## src/rtl/secure_frv_mask_share_encoder_if.sv

```systemverilog
//==============================================================================
// Module      : secure_frv_mask_share_encoder_if
// Description : Operand/share handshake bundle for the masked FRV share
//               encoder. The reseed channel exists only when the macro
//               SECURE_FRV_MASK_RESEED_EN is defined.
// Revision    : 1.0 - initial release
//==============================================================================
`default_nettype none

interface secure_frv_mask_share_encoder_if #(
  parameter int N = 32
);
  // Operand offer
  logic         in_valid;
  logic         in_ready;
  logic [N-1:0] rs1;
  logic [N-1:0] rs2;
  // Share / randomness delivery
  logic         out_valid;
  logic         out_ready;
  logic [N-1:0] ax;
  logic [N-1:0] ay;
  logic [N-1:0] bx;
  logic [N-1:0] by;
  logic [N-1:0] z0;
  logic [N-1:0] z1;
`ifdef SECURE_FRV_MASK_RESEED_EN
  // Reseed channel
  logic         seed_valid;
  logic         seed_ready;
  logic [31:0]  seed;
`endif

  // Environment side: offers operands, consumes shares
  modport master (
    output in_valid, rs1, rs2, out_ready,
`ifdef SECURE_FRV_MASK_RESEED_EN
    output seed_valid, seed,
    input  seed_ready,
`endif
    input  in_ready, out_valid, ax, ay, bx, by, z0, z1
  );

  // Encoder side
  modport slave (
    input  in_valid, rs1, rs2, out_ready,
`ifdef SECURE_FRV_MASK_RESEED_EN
    input  seed_valid, seed,
    output seed_ready,
`endif
    output in_ready, out_valid, ax, ay, bx, by, z0, z1
  );
endinterface

`default_nettype wire

```

## src/rtl/secure_frv_mask_share_encoder.sv

```systemverilog
//==============================================================================
// Module      : secure_frv_mask_share_encoder
// Description : Splits unmasked operands rs1/rs2 into two Boolean shares and
//               supplies fresh randomness z0/z1 for the downstream two-share
//               masked AND gadget. A 32-bit Galois LFSR is harvested on four
//               consecutive enabled cycles (mx, my, z0, z1) per operation.
//               Optional reseed port: define SECURE_FRV_MASK_RESEED_EN.
// Revision    : 1.0 - initial release
//==============================================================================
`default_nettype none

module secure_frv_mask_share_encoder #(
  parameter int          N    = 32,
  parameter logic [31:0] SEED = 32'h0000_0001
) (
  input  wire logic g_clk,
  input  wire logic g_reset,
  input  wire logic clk_en,
  secure_frv_mask_share_encoder_if.slave bus
);

  localparam logic [31:0] POLY = 32'h8020_0003;

  typedef enum logic [1:0] {
    S_IDLE = 2'd0,
    S_GEN  = 2'd1,
    S_OUT  = 2'd2
  } state_t;

  state_t       state;
  state_t       state_next;
  logic [1:0]   phase;
  logic [31:0]  lfsr;
  logic [31:0]  lfsr_next;
  logic [N-1:0] harvest;

  logic [N-1:0] rs1_q;
  logic [N-1:0] rs2_q;
  logic [N-1:0] mx;
  logic [N-1:0] my;
  logic [N-1:0] z0_q;

  logic         out_valid;
  logic [N-1:0] ax;
  logic [N-1:0] ay;
  logic [N-1:0] bx;
  logic [N-1:0] by;
  logic [N-1:0] z0;
  logic [N-1:0] z1;

  logic         accept;
  logic         seed_load;
  logic         in_ready;
  logic [31:0]  seed_value;

  // Galois right-shift step; the harvest is the pre-step value
  assign lfsr_next = (lfsr >> 1) ^ (lfsr[0] ? POLY : 32'h0000_0000);
  assign harvest   = lfsr[N-1:0];

`ifdef SECURE_FRV_MASK_RESEED_EN
  // A zero seed would lock the LFSR, so fall back to the reset seed
  assign seed_value     = (bus.seed == 32'h0000_0000) ? SEED : bus.seed;
  assign bus.seed_ready = (state == S_IDLE);
`else
  assign seed_value = SEED;
`endif

  // Next-state and handshake decode; seed load wins over operand accept
  always_comb begin
    state_next = state;
    seed_load  = 1'b0;
    accept     = 1'b0;
    in_ready   = 1'b0;
    case (state)
      S_IDLE: begin
`ifdef SECURE_FRV_MASK_RESEED_EN
        seed_load = bus.seed_valid & clk_en;
`endif
        in_ready = ~seed_load;
        accept   = bus.in_valid & in_ready & clk_en;
        if (accept) begin
          state_next = S_GEN;
        end
      end
      S_GEN: begin
        if (clk_en && (phase == 2'd3)) begin
          state_next = S_OUT;
        end
      end
      S_OUT: begin
        if (clk_en && out_valid && bus.out_ready) begin
          state_next = S_IDLE;
        end
      end
      default: begin
        state_next = S_IDLE;
      end
    endcase
  end

  // State register
  always_ff @(posedge g_clk or posedge g_reset) begin
    if (g_reset) begin
      state <= S_IDLE;
    end else begin
      state <= state_next;
    end
  end

  // LFSR, harvest latches and share output registers; all frozen when clk_en is low
  always_ff @(posedge g_clk or posedge g_reset) begin
    if (g_reset) begin
      lfsr      <= SEED;
      phase     <= 2'd0;
      rs1_q     <= '0;
      rs2_q     <= '0;
      mx        <= '0;
      my        <= '0;
      z0_q      <= '0;
      out_valid <= 1'b0;
      ax        <= '0;
      ay        <= '0;
      bx        <= '0;
      by        <= '0;
      z0        <= '0;
      z1        <= '0;
    end else if (clk_en) begin
      case (state)
        S_IDLE: begin
          if (seed_load) begin
            lfsr <= seed_value;
          end else if (accept) begin
            rs1_q <= bus.rs1;
            rs2_q <= bus.rs2;
            phase <= 2'd0;
          end
        end
        S_GEN: begin
          lfsr  <= lfsr_next;
          phase <= phase + 2'd1;
          case (phase)
            2'd0: mx   <= harvest;
            2'd1: my   <= harvest;
            2'd2: z0_q <= harvest;
            default: begin
              // Final harvest: publish the complete share set at once
              z1        <= harvest;
              z0        <= z0_q;
              ax        <= rs1_q ^ mx;
              bx        <= mx;
              ay        <= rs2_q ^ my;
              by        <= my;
              out_valid <= 1'b1;
            end
          endcase
        end
        S_OUT: begin
          if (out_valid && bus.out_ready) begin
            out_valid <= 1'b0;
          end
        end
        default: begin
          out_valid <= 1'b0;
        end
      endcase
    end
  end

  assign bus.in_ready  = in_ready;
  assign bus.out_valid = out_valid;
  assign bus.ax        = ax;
  assign bus.ay        = ay;
  assign bus.bx        = bx;
  assign bus.by        = by;
  assign bus.z0        = z0;
  assign bus.z1        = z1;

endmodule

`default_nettype wire
```

## src/flat_wrapper.sv

```systemverilog
// flat-port wrapper written by rule: the top's interface ports become plain ports
module secure_frv_mask_share_encoder_flat 
#(
  parameter int          N    = 32,
  parameter logic [31:0] SEED = 32'h0000_0001
)
  (g_clk, g_reset, clk_en, bus_in_valid, bus_rs1, bus_rs2, bus_out_ready, bus_in_ready, bus_out_valid, bus_ax, bus_ay, bus_bx, bus_by, bus_z0, bus_z1);
  secure_frv_mask_share_encoder_if #(.N(N)) bus_i ();
  input  wire logic g_clk;
  input  wire logic g_reset;
  input  wire logic clk_en;
  input wire logic [$bits(bus_i.in_valid)-1:0] bus_in_valid;
  input wire logic [$bits(bus_i.rs1)-1:0] bus_rs1;
  input wire logic [$bits(bus_i.rs2)-1:0] bus_rs2;
  input wire logic [$bits(bus_i.out_ready)-1:0] bus_out_ready;
  output wire logic [$bits(bus_i.in_ready)-1:0] bus_in_ready;
  output wire logic [$bits(bus_i.out_valid)-1:0] bus_out_valid;
  output wire logic [$bits(bus_i.ax)-1:0] bus_ax;
  output wire logic [$bits(bus_i.ay)-1:0] bus_ay;
  output wire logic [$bits(bus_i.bx)-1:0] bus_bx;
  output wire logic [$bits(bus_i.by)-1:0] bus_by;
  output wire logic [$bits(bus_i.z0)-1:0] bus_z0;
  output wire logic [$bits(bus_i.z1)-1:0] bus_z1;
  assign bus_i.in_valid = bus_in_valid;
  assign bus_i.rs1 = bus_rs1;
  assign bus_i.rs2 = bus_rs2;
  assign bus_i.out_ready = bus_out_ready;
  assign bus_in_ready = bus_i.in_ready;
  assign bus_out_valid = bus_i.out_valid;
  assign bus_ax = bus_i.ax;
  assign bus_ay = bus_i.ay;
  assign bus_bx = bus_i.bx;
  assign bus_by = bus_i.by;
  assign bus_z0 = bus_i.z0;
  assign bus_z1 = bus_i.z1;
  secure_frv_mask_share_encoder #(.N(N), .SEED(SEED)) u_core (.g_clk(g_clk), .g_reset(g_reset), .clk_en(clk_en), .bus(bus_i));
endmodule
```

## config.mk

```make
export PLATFORM = sky130hd
export DESIGN_NAME = secure_frv_mask_share_encoder_flat
export DESIGN_NICKNAME = d
export VERILOG_FILES = /design/src/rtl/secure_frv_mask_share_encoder_if.sv /design/src/rtl/secure_frv_mask_share_encoder.sv /design/src/flat_wrapper.sv
export SDC_FILE = /design/constraint.sdc
export NUM_CORES = 1
export LEC_CHECK = 0
export BUFFER_PORTS_ARGS = -buffer_cell sky130_fd_sc_hd__buf_2
export CAP_MARGIN = 0
export CORE_MARGIN = 2
export CORE_UTILIZATION = 56
export CTS_CLUSTER_SIZE = 30
export DETAILED_ROUTE_END_ITERATION = 12
export MAX_ROUTING_LAYER = met4
export PLACE_DENSITY = 0.88
export SYNTH_ARGS = -nofsm -noshare
export SYNTH_HDL_FRONTEND = slang
export SYNTH_SLANG_ARGS = --single-unit
```

## constraint.sdc

```tcl
create_clock -name g_clk -period 14.1 [get_ports g_clk]
set_input_delay 1.41 -clock g_clk [delete_from_list [all_inputs] [get_ports g_clk]]
set_output_delay 1.41 -clock g_clk [all_outputs]
set_load 0.05 [all_outputs]
```

==> results.md, run 1 <==
- Relative slew margins: 34.3%
- Slowest-stage cell, CP: buf_4
- Crit-path cells: buf_2 -> nand4b_4 -> buf_4 -> mux2_1
- CP Capture Type: register
- Seq cells post-synth: approximately 390
- Final-report setup violation count: 0
- Register area: 9740 sq um
- Die footprint: 29100 sq um
- CP peak stage delay: between 600 and 700 ps
- Final worst-path cycle share: 21.5%
- Max clock buf depth: 3
- Async SR Flop Fraction: 100%
- Compound-Gate Fraction of Synth Area: 2.44%
- Final net count: 1379
- CP required: between 10000 and 15000 ps
- PortBufs: 262
- Final hold vios: 0
- Wire length per cell: 18.7 microns
- Fin. max-slew vios: 0
- Syn. warnings: 0
- ANT nets after route: 0
- Worst-skew pair later-pin latency: 510 ps
- Grt met2 use: 36.8%
- Multi-input gate area: 5390 sq um
- Via count: 8913
- Post-synth EDFFs: 0
- Syn-to-layout area delta: 18.4%
- Final Total Pwr: around 3.4 mW
- Sink Count: ~400
- Maximum level of the CTS H-tree: 2
- Die span in y: approximately 170 microns
- Power Dens Cells: 184 nW/um^2
- Unique masters post-synth: 29
- Number of max-cap violations: 0
- Gpl congestion: between 0.7 and 0.8
- Clock slew at reported path FFs: about 60 ps
- Post-Syn Nets: 1121
- Post-CTS Setup Bufs: 0
- # IOs: 263
- Combinational family with the most area after synthesis: multiplexers
- DRC: 0
- Sequential share of the synthesized area: 62.6%
- Row count: 61
- Clock buffer count from CTS: between 40 and 50
- XOR/XNOR share of the synthesized area: about 3.8%
- Synth Area in Simple Gates: 4.38%
- Hold WC Path Type: reg -> reg
- Core ar.: 27600 sq um
- Status: completed
- Hold_buf cts: 0
- Setup_tns: 0 ps
- Total gr overflow: 0
- Total GRT Usage: 22.9%
- First-pass iteration count of the detailed router: 4
- Synth Area in Adders: less than 1%
- Grt peak-use layer: met2
- Largest net degree at the start of global routing: roughly 180
- P_leak: 9.92 nW
- Vias in the first global route: 9456
- First-pass GRT wire length: 50.9 mm
- Prevailing post-synth register cell: dfrtp_1
- Proportion of synthesized area in mux cells: 23.6%
- DR iter-0 viols: between 600 and 700
- CTS Root Buffer Type: clkbuf_16
- Initial Util: roughly 56%
- Global Route met1 Usage: between 20% and 30%
- Min Hold Slack: ~480 ps
- Worst setup SP type: input port
- Post-Synthesis Cell Area: 15600 sq um
- Unrepaired setup endpoints after global routing: no
- Vias per inst: 5.20
- Total wire length: 32.1 mm
- Initial antenna violation count: 2
- Achievable clock frequency: approximately 330 MHz
- Clock Skew: 10.5 ps
- CP Max Fanout: 81
- Tmin final: approximately 3000 ps
- # resized after CTS: 0
- Met3 usage: 5.83%
- Post-Syn Area per Cell: ~15 sq um
- CTS tree: done
- Post-synthesis cell count: 1047
- Fill cells: 1915
- Die span in x: approximately 170 microns
- Critical path type: in -> reg
- Peak VDD IR: 0.127 mV
- HPWL Detailed: 21.0 mm
- Fraction of layout cells with a size suffix above 1: 43.1%
- WP data arrival: 3410 ps
- Worst-Margin Slew: 986 ps
## Yosys cell counts (2+ instances only)
master	number	share of area, %
a21oi_1	2	0.064
buf_4	5	0.24
buf_1	2	0.048
mux2_2	121	8.8
o21ai_1	29	0.93
buf_6	25	1.8
inv_1	4	0.096
buf_2	13	0.42
nand2_4	3	0.22
nand2_1	155	3.7
dfrtp_1	388	62
nor2_1	2	0.048
o21ai_0	38	1.2
ha_1	5	0.40
mux2_4	111	11
mux2_1	57	4.1
clkbuf_1	9	0.22
xnor2_1	67	3.8
## power by group
group          leakage (nW)  total, mW  switching (mW)  internal (mW)
clock                 0.693       1.11           0.418          0.689
sequential             5.21       1.41           0.119           1.30
combinational          4.02      0.872           0.566          0.306
total                  9.92       3.39            1.10           2.29
## cells by family (layout without fill, tap and decap cells)
| kind of cell | after synthesis | in the layout |
|---|---|---|
| simple gates | 166 | 166 |
| compound gates | 73 | 73 |
| flops | 389 | 389 |
| buf+inv | 58 | 344 |
| mux | 289 | 289 |
| xor+xnor | 67 | 67 |
| fa+ha+maj | 5 | 5 |
| other cells | 0 | 2 |
## placed cells by master (no fill, tap or decap)
master      instances
buf_4               6
o21ai_0            38
clkinv_2            6
clkbuf_8            8
inv_1               3
buf_12              1
dfrtp_1           388
mux2_1             57
mux2_4            111
dfstp_2             1
clkinvlp_4          2
inv_8               1
mux2_2            121
bufinv_16           5
inv_6               1
a21oi_1             2
nand2_4             3
clkbuf_16          43
ha_1                5
a22o_1              1
nand4b_4            1
nor2_1              2
and3b_2             1
nor2b_1             1
xnor2_1            67
a32o_1              1
nand2_1           155
clkbuf_1            6
a21boi_0            1
o21ai_1            29
a311oi_1            1
nand3_1             1
nand3b_1            1
diode_2             2
and3_4              1
buf_2             262
## stage by stage
stage / instances / instance area, sq um / setup WS, ps / util, %
after floorplan: 1047 / 15600 / 1880 / -
after global placement: 1640 / 17000 / 10610 / 61.7
after detailed placement: 1640 / 17000 / 10540 / 61.7
after CTS: 1711 / 18400 / 11070 / 66.8
after global routing: 1713 / 18400 / 10930 / 66.8
final: 1713 / 18400 / 11070 / 66.8
## cell type report
class / count / area share, %
clock inverters: 14 / 1.11
flip-flops and latches: 389 / 52.9
inverters: 4 / 0.122
multi-input cells: 600 / 29.3
diodes: 2 / 0.0272
clock buffers: 57 / 6.56
repair buffers: 269 / 7.47
well taps: 378 / 2.57
## worst max-delay path, delay by kind of cell
family	cells	cell delay, ps
and+or+nand+nor	1	650
muxes	1	450
buffers and inverters	2	840
## layer usage
layer | up-vias | share of wire (%)
li1 | 4062 | -
met1 | 4525 | 43
met2 | 262 | 48
met3 | 64 | 6.6
met4 | 0 | 2.5
met5 | - | 0
## worst paths after layout
path / start / to / slack, ps / cells after the start
max: clk_en / u_core.bus.z1[14] / 11070 / 4
min: u_core.bus.ay[25] / u_core.bus.ay[25] / 480 / 2
max reg2reg: u_core.phase[0] / u_core.bus.by[21] / 11440 / 4
min reg2reg: u_core.bus.ay[25] / u_core.bus.ay[25] / 480 / 2
max in group asynchronous: g_reset / u_core.mx[18] / 11510 / 3
min in group asynchronous: g_reset / u_core.rs1_q[7] / 1090 / 2
## sequential cells by signal, summed over array words and instances, names as in the netlist
signal                cells
u_core.bus.bx            32
u_core.z0_q              32
u_core.my                32
u_core.mx                32
u_core.rs1_q             32
u_core.phase              2
u_core.harvest           32
u_core.bus.z0            32
u_core.state              2
u_core.bus.by            32
u_core.bus.out_valid      1
u_core.rs2_q             32
u_core.bus.z1            32
u_core.bus.ay            32
u_core.bus.ax            32
Note: power is estimated with default switching activity, not from simulation.
==> inputs of run 2 (changes only) <==
--- a/config.mk
+++ b/config.mk
@@ -5,6 +5,7 @@
 export SDC_FILE = /design/constraint.sdc
 export NUM_CORES = 1
 export LEC_CHECK = 0
+export ABC_AREA = 1
 export BUFFER_PORTS_ARGS = -buffer_cell sky130_fd_sc_hd__buf_2
 export CAP_MARGIN = 0
 export CORE_MARGIN = 2
==> constraint.sdc (replaced) <==
create_clock -name g_clk -period 3.2 [get_ports g_clk]
set_input_delay 0.32 -clock g_clk [delete_from_list [all_inputs] [get_ports g_clk]]
set_output_delay 0.32 -clock g_clk [all_outputs]
set_load 0.05 [all_outputs]
==> run 2 against run 1 <==
Effect of this change:
- sequential share of layout area up 1.6 points
- combinational power rose to 8.3 times the previous value
- critical path depth up 1
- synthesized area down 2.9%
- critical path type is now reg -> reg
- final cell count up 26%
==> results.md, run 2 <==
- Status: completed
- First-pass iteration count of the detailed router: 6 (+2)
- CP Capture Type: register
- # IOs: 263 (unchanged)
- Prevailing post-synth register cell: dfrtp_1
- Register area: 9740 sq um (unchanged)
- Final hold vios: 0 (unchanged)
- Worst setup SP type: register
- Async SR Flop Fraction: 100% (unchanged)
- Die footprint: 28300 sq um (-2.9%)
- Leading cell type in the layout, fill and taps excluded: nand2_1
- Clock buffer count from CTS: 39 (-4.9%)
- Sink Count: 389 (unchanged)
- Area leader, netlist: dfrtp_1
- Post-synthesis cell count: 1562 (+49%)
- Vias per inst: 5.66 (+8.7%)
- Non-filler instance count after layout: 2154 (+26%)
- # resized after CTS: 0 (unchanged)
- PortBufs: 262 (unchanged)
- Synth Area in Adders: 0.414% (+0.012 points)
- Tmin final: 2550 ps
- Initial Util: 56.5% (about the same)
- Multi-input gate area: 4790 sq um (-11%)
- Clock Skew: 17.7 ps (+7.26 ps)
- Row count: 60 (-1.6%)
- Final worst-path cycle share: 79.5%
- HPWL Detailed: 25.1 mm (+20%)
- Setup_tns: 0 ps (unchanged)
- Post-synth EDFFs: 0 (unchanged)
- Wire length per cell: 18.7 microns (about the same)
- Synth cell count leaders: nand2_1, dfrtp_1, nand3_1
- Fill cells: 1991 (+4.0%)
- Syn. warnings: 0 (unchanged)
- Final-report setup violation count: 0 (unchanged)
- Main area contributors after synthesis: dfrtp_1, nand2_1, nand3_1, o21ai_0, xnor2_1
- ANT nets after route: 0 (unchanged)
- CP required: 3600 ps (-10880 ps)
- Clock slew at reported path FFs: 60 ps (about the same)
- Via count: 12181 (+37%)
- Unique masters post-synth: 19 (-34%)
- Combinational family with the most area after synthesis: simple AND/OR/NAND/NOR gates
- Proportion of synthesized area in mux cells: 0% (-24 points)
- Post-CTS Setup Bufs: 0 (unchanged)
- Placed insts: 2082 (+27%)
- Min Hold Slack: 20.8 ps (-456 ps)
- Unrepaired setup endpoints after global routing: no
- Final Total Pwr: 19.6 mW (+480%)
- Largest net degree at the start of global routing: 115 (-36%)
- Peak VDD IR: 0.663 mV (+420%)
- Synth top area share: 64.3% (+1.9 points)
- WP data arrival: 2950 ps (-460 ps)
- Achievable clock frequency: 393 MHz
- Max clock buf depth: 3 (unchanged)
- Sequential share of the synthesized area: 64.5% (+1.9 points)
- Vias in the first global route: 11943 (+26%)
- DRC: 0 (unchanged)
- Die span in y: 168 microns (-1.4%)
- Seq cells post-synth: 389 (unchanged)
- Initial antenna violation count: 3 (+1)
- Total GRT Usage: 29.6% (+6.8 points)
- Final net count: 1857 (+35%)
- Top-count cell post-synth: nand2_1
- Worst-skew pair later-pin latency: 530 ps (+20 ps)
- Post-Syn Area per Cell: 9.67 sq um (-35%)
- First-pass GRT wire length: 64.1 mm (+26%)
- Power Dens Cells: 1100 nW/um^2 (+500%)
- Synth Area in Simple Gates: 19.8% (+15 points)
- Total gr overflow: 0 (unchanged)
- Total wire length: 40.3 mm (+26%)
- DR iter-0 viols: 1268 (+110%)
- Hold WC Path Type: in -> reg
- Critical path type: reg -> reg
- CTS Root Buffer Type: clkbuf_16
- Fraction of layout cells with a size suffix above 1: 19.4% (-24 points)
- Relative slew margins: 22.0% (-12 points)
- XOR/XNOR share of the synthesized area: 3.71% (-0.060 points)
- Gpl congestion: 0.863 (+14%)
- Worst-Margin Slew: 1170 ps (+184 ps)
- P_leak: 9.40 nW (-5.2%)
- Compound-Gate Fraction of Synth Area: 7.56% (+5.1 points)
- CP Max Fanout: 64 (-21%)
- Commonest non-fill, non-tap cells in the layout: nand2_1, dfrtp_1, buf_2, nand3_1, o21ai_0
- Die span in x: 168 microns (-1.4%)
- Post-Syn Nets: 1636 (+46%)
- Maximum level of the CTS H-tree: 2 (unchanged)
- CTS tree: done
- Core ar.: 26700 sq um (-3.0%)
- Post-Synthesis Cell Area: 15100 sq um (-2.9%)
- Syn-to-layout area delta: 18.3% (about the same)
- Fin. max-slew vios: 0 (unchanged)
- Number of max-cap violations: 0 (unchanged)
==> run 2: changes by cell type after synthesis, moves of 3 or more <==
cell,delta
nand2_1,+404
clkbuf_1,+33
mux2_4,-111
xnor2_1,-3
o21ai_0,+129
mux2_2,-121
buf_2,+37
mux2_1,-57
o21ai_1,+32
nand2_2,+3
inv_1,+36
nand3_1,+167
buf_6,-23
buf_4,-4
==> run 2: area by class of cell <==
type,instances,share of cell area [%]
flip-flops and latches,389,54.5
multi-input cells,1033,26.8
repair buffers,278,8.38
clock buffers,58,6.54
well taps,341,2.39
inverters,42,0.904
clock inverters,10,0.413
diodes,3,0.0420
==> run 2: power breakdown <==
part | internal [mW] | leakage, nW | switching [mW]
logic | 1.81 | 3.60 | 5.39
registers | 6.67 | 5.20 | 1.33
clock network | 2.54 | 0.610 | 1.90
==> run 2: critical path, cell delays in order, from the launching register on <==
cell     delay (ps)
dfrtp_1         470
inv_2            90
nand2_1          80
nor2_4          480
nand2_2         760
o21ai_0         520
==> run 2: metal layers <==
metal | up-vias | track usage [%] | share of wire, %
li1 | 5467 | - | -
met1 | 5978 | 38.7 | 40
met2 | 618 | 46.4 | 48
met3 | 118 | 6.11 | 8.4
met4 | 0 | 11.2 | 3.9
met5 | - | - | 0
==> run 2: path summary, 6_finish.rpt <==
path	startpoint	endpoint	slack [ps]	cells after the start
min in group asynchronous	g_reset	u_core.bus.ay[13]	460	3
worst max-delay path	u_core.state[1]	u_core.mx[4]	650	5
worst min register to register	u_core.bus.bx[10]	u_core.bus.bx[10]	460	2
max in group asynchronous	g_reset	u_core.bus.z1[1]	1750	4
worst max register to register	u_core.state[1]	u_core.mx[4]	650	5
worst min-delay path	bus_rs1[0]	u_core.rs1_q[0]	20	3
==> run 2: stage by stage <==
step | worst slack, ps | cell area, sq um | util, %
global placement | 866 | 16600 | 62.1
global route | 436 | 17900 | 66.8
CTS | 698 | 17900 | 66.8
floorplan | -2350 | 15100 | -
detailed placement | 750 | 16600 | 62.1
finish | 655 | 17900 | 66.8
==> run 2: kinds of logic (layout without fill, tap and decap cells) <==
kind of cell	after synthesis	count (layout)
flops	389	389
compound gates	228	228
fa+ha+maj	5	5
simple gates	736	736
xor+xnor	64	64
other cells	0	3
buf+inv	140	388
==> run 2: what timing repair did <==
item,CTS,global route
endpoints found under the setup margin,0,0
hold buffers,1,0
hold endpoints to repair,22,0
==> inputs of run 3 (changes only) <==
==> constraint.sdc (replaced) <==
create_clock -name g_clk -period 2.6 [get_ports g_clk]
set_input_delay 0.26 -clock g_clk [delete_from_list [all_inputs] [get_ports g_clk]]
set_output_delay 0.26 -clock g_clk [all_outputs]
set_load 0.05 [all_outputs]
==> run 3 against run 2 <==
Effect of this change:
- combinational power grew 27%
- total power grew 24%
- count of clock-buffer cells in the layout shrank 1
- register-to-register slack lost 250 ps
- worst setup slack lost 280 ps
- clock skew grew 2.4 ps
- via count grew 1.9%
- worst hold slack lost 14 ps
- final area grew 3.8%
- critical path depth shrank 2
- die area is the same
- final cell count grew 2.9%
- critical path type is now reg -> out
- largest cell class unchanged
- highest routed layer unchanged
==> results.md, run 3 (synthesized netlist as in run 2, its figures left out) <==
- Worst setup SP type: register
- PortBufs: 262 (unchanged)
- Wire length per cell: 19.2 microns (+2.4%)
- Die span in y: 168 microns (unchanged)
- Fill cells: 1901 (-4.5%)
- Worst-Margin Slew: 797 ps (-373 ps)
- Critical path type: reg -> out
- Post-CTS Setup Bufs: 0 (unchanged)
- Leading cell type in the layout, fill and taps excluded: nand2_1
- First-pass iteration count of the detailed router: 7 (+1)
- Slowest-stage cell, CP: dfrtp_1
- Crit-path cells: nor2_4 -> buf_4 -> buf_2
- Initial Util: 56.5% (unchanged)
- P_leak: 9.71 nW (+3.3%)
- Clock slew at reported path FFs: 60 ps (about the same)
- HPWL Detailed: 25.7 mm (+2.3%)
- Die span in x: 168 microns (unchanged)
- Final net count: 1925 (+3.7%)
- Maximum level of the CTS H-tree: 2 (unchanged)
- Peak VDD IR: 0.915 mV (+38%)
- Final hold vios: 0 (unchanged)
- Clock Skew: 20.1 ps (+2.42 ps)
- WP data arrival: 1960 ps (-990 ps)
- # IOs: 263 (unchanged)
- Largest net degree at the start of global routing: 141 (+23%)
- Pre-CTS WS: 620 ps (-130 ps)
- Comb power frac: 37.5% (+0.8 points)
- Family with the most delay on the worst path: buffers and inverters
- ANT nets after route: 0 (unchanged)
- Relative slew margins: 46.9% (+25 points)
- # resized after CTS: 0 (unchanged)
- Hold WC Path Type: in -> reg
- Row count: 60 (unchanged)
- Switching power: 10.7 mW (+24%)
- CP Max Fanout: 41 (-36%)
- Sink Count: 389 (unchanged)
- Fin. max-slew vios: 0 (unchanged)
- Total gr overflow: 0 (unchanged)
- Unrepaired setup endpoints after global routing: no
- CTS tree: done
- Commonest non-fill, non-tap cells in the layout: nand2_1, dfrtp_1, buf_2, nand3_1, o21ai_0
- Worst-skew pair later-pin latency: 530 ps (about the same)
- CP peak stage delay: 480 ps (-280 ps)
- Total GRT Usage: 30.8% (+1.2 points)
- Core ar.: 26700 sq um (unchanged)
- Number of max-cap violations: 0 (unchanged)
- Final Total Pwr: 24.3 mW (+24%)
- CP required: 2340 ps (-1260 ps)
- Status: completed
- Fraction of layout cells with a size suffix above 1: 19.1% (-0.31 points)
- Register area: 9740 sq um (unchanged)
- Tmin final: 2220 ps
- Final WS setup: 377 ps (-278 ps)
- Power Dens Cells: 1310 nW/um^2 (+19%)
- Clock buffer count from CTS: 38 (-2.6%)
- Achievable clock frequency: 450 MHz
- Seq pwr share: 40.4% (-0.3 points)
- Switching Share: 43.9% (+0.049 points)
- Gpl congestion: 0.863 (about the same)
- DRC: 0 (unchanged)
- Final worst-path cycle share: 85.5%
- CP Capture Type: output pin
- Final-report setup violation count: 0 (unchanged)
- Initial antenna violation count: 0 (-3)
- Via count: 12412 (+1.9%)
- Vias per inst: 5.60 (-1.0%)
- Die footprint: 28300 sq um (unchanged)
- Multi-input gate area: 4790 sq um (unchanged)
- DR iter-0 viols: 1481 (+17%)
- Vias in the first global route: 12170 (+1.9%)
- CTS Root Buffer Type: clkbuf_16
- First-pass GRT wire length: 66.4 mm (+3.5%)
- WP buf/inv: 2 (+1)
- Max clock buf depth: 3 (unchanged)
- Min Hold Slack: 6.81 ps (-14.0 ps)
- Clock power share: 22.1% (-0.5 points)
- Total wire length: 42.5 mm (+5.4%)
- # diodes: 0 (-3)
- Syn-to-layout area delta: 22.8%
- Int Pwr: 13.6 mW (+24%)
[run 3: changes by cell type in the layout (fill, tap and decap cells not counted)]
cell / delta
dlygate4sd3_1: +58
buf_12: +5
clkinvlp_4: -1
clkinv_2: -2
clkbuf_16: -2
bufinv_16: +1
buf_4: +6
clkbuf_1: +1
diode_2: -3
[run 3: cell type report]
class | count | area share (%)
Inverter | 42 | 0.870
Sequential cell | 389 | 52.5
Clock buffer | 57 | 6.05
Clock inverter | 8 | 0.465
Multi-Input combinational cell | 1033 | 25.8
Tap cell | 341 | 2.30
Timing Repair Buffer | 347 | 12.0
[run 3: power groups by stage]
stage	sequential, mW	clock, mW	combinational [mW]
after detailed placement	9.81	0	8.93
after floorplan	12.6	0	3.46
after global placement	9.72	0	8.69
final	9.82	5.38	9.14
after CTS	9.74	5.40	9.06
after global routing	10.0	5.68	9.80
[run 3: metal layers]
metal  up-vias  track usage (%)  wire (microns)
li1       5596                -               -
met1      6092             39.4           16800
met2       605             49.9           20800
met3       119             5.67            3310
met4         0             10.9            1580
met5         -                -               0
[run 3: worst paths after layout]
| check | startpoint | slack (ps) | depth (start not counted) | to |
|---|---|---|---|---|
| min | bus_rs2[20] | 7 | 3 | u_core.rs2_q[20] |
| max | u_core.state[1] | 380 | 3 | bus_in_ready |
| max in group asynchronous | g_reset | 1310 | 5 | u_core.harvest[0] |
| min reg2reg | u_core.bus.bx[20] | 460 | 2 | u_core.bus.bx[20] |
| min in group asynchronous | g_reset | 330 | 3 | u_core.bus.ay[13] |
| max reg2reg | u_core.state[1] | 400 | 7 | u_core.bus.ax[19] |
[run 3: repair_timing]
action                                  4_1_cts  5_1_grt
endpoints found under the setup margin        0        0
hold buffers                                 58        1
endpoints found under the hold margin        72        1
[run 3: per-stage QoR]
step | setup TNS [ps] | util [%] | cells | instance area, sq um
after floorplan | -1123200 | - | 1562 | 15100
after CTS | 0 | 69.4 | 2216 | 18500
after global placement | 0 | 62.7 | 2093 | 16700
after global routing | 0 | 69.4 | 2217 | 18500
final | 0 | 69.4 | 2217 | 18500
after detailed placement | 0 | 62.7 | 2093 | 16700
[run 3: tightest hold or removal path, stage by stage]
cell and delay (ps):
buf_2 90, nand3_1 70, nand2_1 80
